## src/rtl/gpr_write_buffer.sv

```systemverilog
// In-order write-back buffer in front of the register-file write port, with rs1 bypass and pending bitmap.
// Entries reach the write port one cycle after acceptance; o_wbReady drops only when every slot is occupied.
module gpr_write_buffer #(
    parameter int DEPTH = 4
) (
    input  logic                     i_clk,
    input  logic                     i_resetn,
    input  logic                     i_wbValid,
    output logic                     o_wbReady,
    input  logic [4:0]               i_wbAddr,
    input  logic [31:0]              i_wbData,
    input  logic                     i_gprStall,
    output logic                     o_gprWe,
    output logic [4:0]               o_gprWaddr,
    output logic [31:0]              o_gprWdata,
    input  logic [4:0]               i_rs1Addr,
    output logic                     o_rs1Hit,
    output logic [31:0]              o_rs1Data,
    output logic [31:0]              o_pending,
    output logic [$clog2(DEPTH):0]   o_count
);

    localparam int AW = $clog2(DEPTH);
    localparam int CW = AW + 1;

    logic [AW-1:0] head_q, head_d;
    logic [AW-1:0] tail_q, tail_d;
    logic [CW-1:0] count_q, count_d;

    logic [4:0]    addr_q [DEPTH];
    logic [31:0]   data_q [DEPTH];

    logic          accept;
    logic          push;
    logic          pop;
    logic          not_empty;

    // Age-ordered view of the ring: slot_idx[0] is the head (oldest).
    logic [AW-1:0] slot_idx  [DEPTH];
    logic          slot_live [DEPTH];

    assign not_empty = (count_q != '0);

    // Readiness comes from registered occupancy only, so a pop in the
    // same cycle never frees a slot early.
    assign o_wbReady = i_resetn & (count_q < CW'(DEPTH));
    assign accept    = i_wbValid & o_wbReady;
    assign push      = accept & (i_wbAddr != 5'd0);

    assign o_gprWe   = i_resetn & not_empty & ~i_gprStall;
    assign pop       = o_gprWe;

    assign o_gprWaddr = not_empty ? addr_q[head_q] : 5'd0;
    assign o_gprWdata = not_empty ? data_q[head_q] : 32'd0;
    assign o_count    = count_q;

    always_comb begin
        head_d  = head_q;
        tail_d  = tail_q;
        count_d = count_q;
        if (pop) begin
            head_d = head_q + AW'(1);
        end
        if (push) begin
            tail_d = tail_q + AW'(1);
        end
        count_d = count_q + CW'(push) - CW'(pop);
    end

    always_ff @(posedge i_clk) begin
        if (!i_resetn) begin
            head_q  <= '0;
            tail_q  <= '0;
            count_q <= '0;
        end else begin
            head_q  <= head_d;
            tail_q  <= tail_d;
            count_q <= count_d;
        end
    end

    // Storage is never cleared; liveness is derived from head/count.
    always_ff @(posedge i_clk) begin
        if (push) begin
            addr_q[tail_q] <= i_wbAddr;
            data_q[tail_q] <= i_wbData;
        end
    end

    for (genvar k = 0; k < DEPTH; k++) begin : g_slot
        assign slot_idx[k]  = head_q + AW'(k);
        assign slot_live[k] = (CW'(k) < count_q);
    end

    // Walk oldest to youngest so the last match is the youngest write.
    always_comb begin
        o_rs1Hit  = 1'b0;
        o_rs1Data = 32'd0;
        o_pending = 32'd0;
        for (int k = 0; k < DEPTH; k++) begin
            if (slot_live[k]) begin
                o_pending[addr_q[slot_idx[k]]] = 1'b1;
                if ((i_rs1Addr != 5'd0) && (addr_q[slot_idx[k]] == i_rs1Addr)) begin
                    o_rs1Hit  = 1'b1;
                    o_rs1Data = data_q[slot_idx[k]];
                end
            end
        end
        o_pending[0] = 1'b0;
    end

endmodule

```

## config.mk

```make
export PLATFORM = sky130hd
export DESIGN_NAME = gpr_write_buffer
export DESIGN_NICKNAME = d
export VERILOG_FILES = /design/src/rtl/gpr_write_buffer.sv
export SDC_FILE = /design/constraint.sdc
export NUM_CORES = 1
export LEC_CHECK = 0
export ABC_CLOCK_PERIOD_IN_PS = 7500
export BUFFER_PORTS_ARGS = -buffer_cell sky130_fd_sc_hd__buf_4
export CORE_UTILIZATION = 41
export CTS_CLUSTER_DIAMETER = 150
export DETAILED_ROUTE_END_ITERATION = 6
export RECOVER_POWER = 25
export SLEW_MARGIN = 25
export SYNTH_ARGS = -nofsm -noshare
export SYNTH_HDL_FRONTEND = slang
export SYNTH_SLANG_ARGS = --single-unit
export TNS_END_PERCENT = 50
```

## constraint.sdc

```tcl
create_clock -name i_clk -period 7.5 [get_ports i_clk]
set_input_delay 1.125 -clock i_clk [delete_from_list [all_inputs] [get_ports i_clk]]
set_output_delay 1.125 -clock i_clk [all_outputs]
set_load 0.01 [all_outputs]
```

==> out/summary.json <==
{
  "power.switching_uw": 1301,
  "hpwl_um": 21690,
  "routed_via_density": 6.386,
  "finalHoldViolations": 0,
  "combPwrFrac": 0.440,
  "antenna_found_initial": 1,
  "timing.rr.end": "o_count[2]",
  "post_cts_resized": 0,
  "netlist_area_mm2": 0.01115,
  "synth_top_cell_area_share": 0.3986,
  "grt_max_degree": 91,
  "power_switching_share": 0.3705,
  "worst_hold_path.endpoint": "tail_q[1]",
  "io_pins": 153,
  "cell_with_the_most_instances_after_synthesis": "sky130_fd_sc_hd__edfxtp_1",
  "clock_latency_ns": 0.43,
  "criticalPathCategory": "flop to primary output",
  "clk_root_buffer_cell": "sky130_fd_sc_hd__clkbuf_16",
  "post_synth_main_area_contributors": "sky130_fd_sc_hd__edfxtp_1 (40%), sky130_fd_sc_hd__mux4_2 (18%), sky130_fd_sc_hd__mux2i_1 (4.0%)",
  "number_of_design_rule_violations_left_by_the_first_detailed_router_iteration": 1027,
  "synthesis.nets": 1000,
  "worst_hold_path_type": "flop to flop",
  "static-leakage-power_uw": 0.004156,
  "chipWidth_um": 166.9,
  "power_per_cell_area_mw_per_mm2": 271.2,
  "seq_power_share": 0.316,
  "grt_usage": 0.2374,
  "critPathRequiredTime_ns": 6.38,
  "hold_path.startpoint": "tail_q[1]",
  "flow.area_growth_from_synthesis_pct": 16.17,
  "max_slew_margin": 0.2593,
  "grt_pass1_vias": 8743,
  "gpl.final_weighted_congestion": 0.9515,
  "synth.yosys.seq_area_share": 0.4148,
  "finish.utilization": 0.4915,
  "reg2reg_slack_ns": 4.21,
  "p_clk_frac": 0.244,
  "routed-via-count": 8940,
  "wire_per_inst_um": 23.20,
  "die_height_um": 166.9,
  "die_area_mm2": 0.02786,
  "r2r_cells": 11,
  "critical_path.endpoint_type": "primary output",
  "worstMarginPinSlew_ns": 1.109,
  "setup_repair_after_global_routing_missed_its_margin": "no",
  "synth-async-reset-ratio": 0,
  "post_synth.cell_area_avg_um2": 11.80,
  "count_of_flip_flops_with_a_built_in_enable_after_synthesis": 148,
  "placementRows": 59,
  "i_o_buffers": 151,
  "max-clock-path-buffers": 2,
  "worst_setup_hold_path_clk_slew_ns": 0.06,
  "postSynthCellCount": 945,
  "final_worst_path_period_share": 0.7427,
  "period_needed_ns": 5.570,
  "globalRouteOverflowTotal": 0,
  "cts_tree": "built",
  "critPathLaunchType": "flop",
  "ctsHoldBuffers": 0,
  "worst-path-max-fanout": 43,
  "most_frequently_used_flop_master_after_synthesis": "sky130_fd_sc_hd__edfxtp_1",
  "grt_first_pass_wirelength_um": 51000,
  "cap_violations": 0,
  "coreArea_mm2": 0.02635,
  "synth_largest_area_cell": "sky130_fd_sc_hd__edfxtp_1",
  "setup_total_negative_slack_ns": 0,
  "timing.final.max_slew_violations": 0,
  "reg2reg_from": "o_count[2]",
  "cts_buffers": 17,
  "drc_errors": 0,
  "post_cts_buffers": 0,
  "finalNetCount": 1107,
  "synth.cells.most_frequent": "sky130_fd_sc_hd__edfxtp_1 (148), sky130_fd_sc_hd__mux4_2 (91), sky130_fd_sc_hd__nand2_1 (73)",
  "internal_pwr_total_uw": 2211,
  "detail-route-antenna-nets": 0,
  "clock_tree.htree_level_count": 4,
  "ir_drop_uv": 171.8,
  "cts.sink_count": 157,
  "cp_data_arrival_time_ns": 4.45,
  "synth.ff_latch_count": 157,
  "yosysWarningCount": 0,
  "ys_types": 47,
  "initial_core_util": 0.4231,
  "final.setup_skew_ns": 0.009461,
  "fmax_mhz": 179.5,
  "number_of_diodes_added_for_antenna_fixing": 0,
  "post_route_cells_drive_above_1_share": 0.2967,
  "run_status": "finished clean",
  "report.final.setup_viol": 0,
  "hold_path_depth": 2,
  "firstDrtPassIters": 7,
  "detail_route.wirelength_um": 32490
}
## cell usage in the layout, fill, tap and decap left out, types with 3 or more instances in the layout
master / n
sky130_fd_sc_hd__a21oi_1: 33
sky130_fd_sc_hd__a221o_1: 18
sky130_fd_sc_hd__a22oi_1: 9
sky130_fd_sc_hd__a31oi_1: 32
sky130_fd_sc_hd__and2_1: 17
sky130_fd_sc_hd__and2_2: 4
sky130_fd_sc_hd__and3_1: 7
sky130_fd_sc_hd__buf_4: 141
sky130_fd_sc_hd__clkbuf_1: 28
sky130_fd_sc_hd__clkbuf_16: 17
sky130_fd_sc_hd__clkinv_4: 4
sky130_fd_sc_hd__dfxtp_1: 5
sky130_fd_sc_hd__edfxtp_1: 148
sky130_fd_sc_hd__ha_1: 8
sky130_fd_sc_hd__inv_1: 12
sky130_fd_sc_hd__inv_6: 3
sky130_fd_sc_hd__mux2_2: 36
sky130_fd_sc_hd__mux2i_1: 44
sky130_fd_sc_hd__mux4_2: 91
sky130_fd_sc_hd__nand2_1: 73
sky130_fd_sc_hd__nand3_1: 34
sky130_fd_sc_hd__nand3b_1: 3
sky130_fd_sc_hd__nor2_1: 62
sky130_fd_sc_hd__nor2b_1: 42
sky130_fd_sc_hd__nor3_1: 40
sky130_fd_sc_hd__nor3b_1: 5
sky130_fd_sc_hd__o211ai_1: 58
sky130_fd_sc_hd__o21ai_1: 4
sky130_fd_sc_hd__o221ai_1: 11
sky130_fd_sc_hd__o22ai_1: 18
sky130_fd_sc_hd__or3_1: 3
sky130_fd_sc_hd__xnor2_1: 14
sky130_fd_sc_hd__xor2_1: 6
## flip-flops by register name (all words and copies together), names as in the netlist, named ones only
| signal | count |
|---|---|
| tail_q | 2 |
| addr_q | 20 |
| data_q | 128 |
| head_q | 2 |
| o_count | 3 |
## worst max-delay path, stage by stage (launching register included)
cell,delay [ns]
sky130_fd_sc_hd__dfxtp_4,0.79
sky130_fd_sc_hd__buf_4,0.51
sky130_fd_sc_hd__mux4_2,0.63
sky130_fd_sc_hd__xnor2_1,0.17
sky130_fd_sc_hd__nand4_2,0.09
sky130_fd_sc_hd__buf_4,0.41
sky130_fd_sc_hd__or2_1,0.22
sky130_fd_sc_hd__buf_4,0.42
sky130_fd_sc_hd__a31oi_1,0.15
sky130_fd_sc_hd__o211ai_1,0.40
sky130_fd_sc_hd__buf_4,0.20
## worst max path at each step
stage / startpoint / endpoint / slack (ns) / depth (start not counted)
global placement: head_q[0] / o_rs1Data[30] / 2.42 / 10
CTS: head_q[1] / o_rs1Data[11] / 1.86 / 9
detailed placement: head_q[1] / o_rs1Data[11] / 2.33 / 9
finish: head_q[0] / o_rs1Data[30] / 1.93 / 10
floorplan: i_rs1Addr[2] / o_rs1Data[11] / 3.63 / 8
global route: head_q[0] / o_rs1Data[7] / 1.64 / 9
## metal layers
metal / share of wire / wire length, um / global-route usage
met4: 0.022 / 705 / 0.07609
met3: 0.084 / 2721 / 0.04990
met5: 0.00034 / 11 / 0
met1: 0.42 / 13510 / 0.3187
met2: 0.48 / 15540 / 0.3840
## final cells by class
cell class	count	area [um^2]
Fill cell	2320	13400
Multi-Input combinational cell	694	6073
Sequential cell	157	4634
Timing Repair Buffer	170	1191
Clock buffer	17	425.4
Tap cell	335	419.2
Clock inverter	15	163.9
Inverter	12	45.04
## logic make-up (layout without fill, tap and decap cells)
| kind of cell | Yosys count | count (layout) | synth area share |
|---|---|---|---|
| AOI/OAI and AO/OA | 188 | 188 | 0.1177 |
| xor gates and xnor gates | 23 | 23 | 0.02009 |
| adders and majority gates | 9 | 9 | 0.01077 |
| buffers and inverters | 94 | 214 | 0.04242 |
| DFF | 157 | 157 | 0.4148 |
| muxes | 171 | 171 | 0.2597 |
| other | 1 | 1 | 0.0003363 |
| and+or+nand+nor | 302 | 302 | 0.1342 |
## power groups by stage
stage	Combinational [uW]	Sequential, uW	Clock (uW)
after floorplan	1120	1050	0
after global placement	1530	1130	0
after detailed placement	1540	1140	0
after CTS	1550	1120	871
after global routing	1660	1130	902
final	1550	1110	856
## stage by stage
step / instance area, um^2 / hold slack [ns] / worst slack [ns] / power [uW] / cells
after global placement: 12440 / 0.5583 / 2.417 / 2667 / 1367
final: 12950 / 0.5655 / 1.930 / 3512 / 1400
after global routing: 12950 / 0.6162 / 1.643 / 3691 / 1400
after detailed placement: 12440 / 0.5631 / 2.329 / 2676 / 1367
after CTS: 13030 / 0.5737 / 1.857 / 3535 / 1399
after floorplan: 11150 / 0.5277 / 3.635 / 2164 / 945
Power figures use the tool's default switching activity.
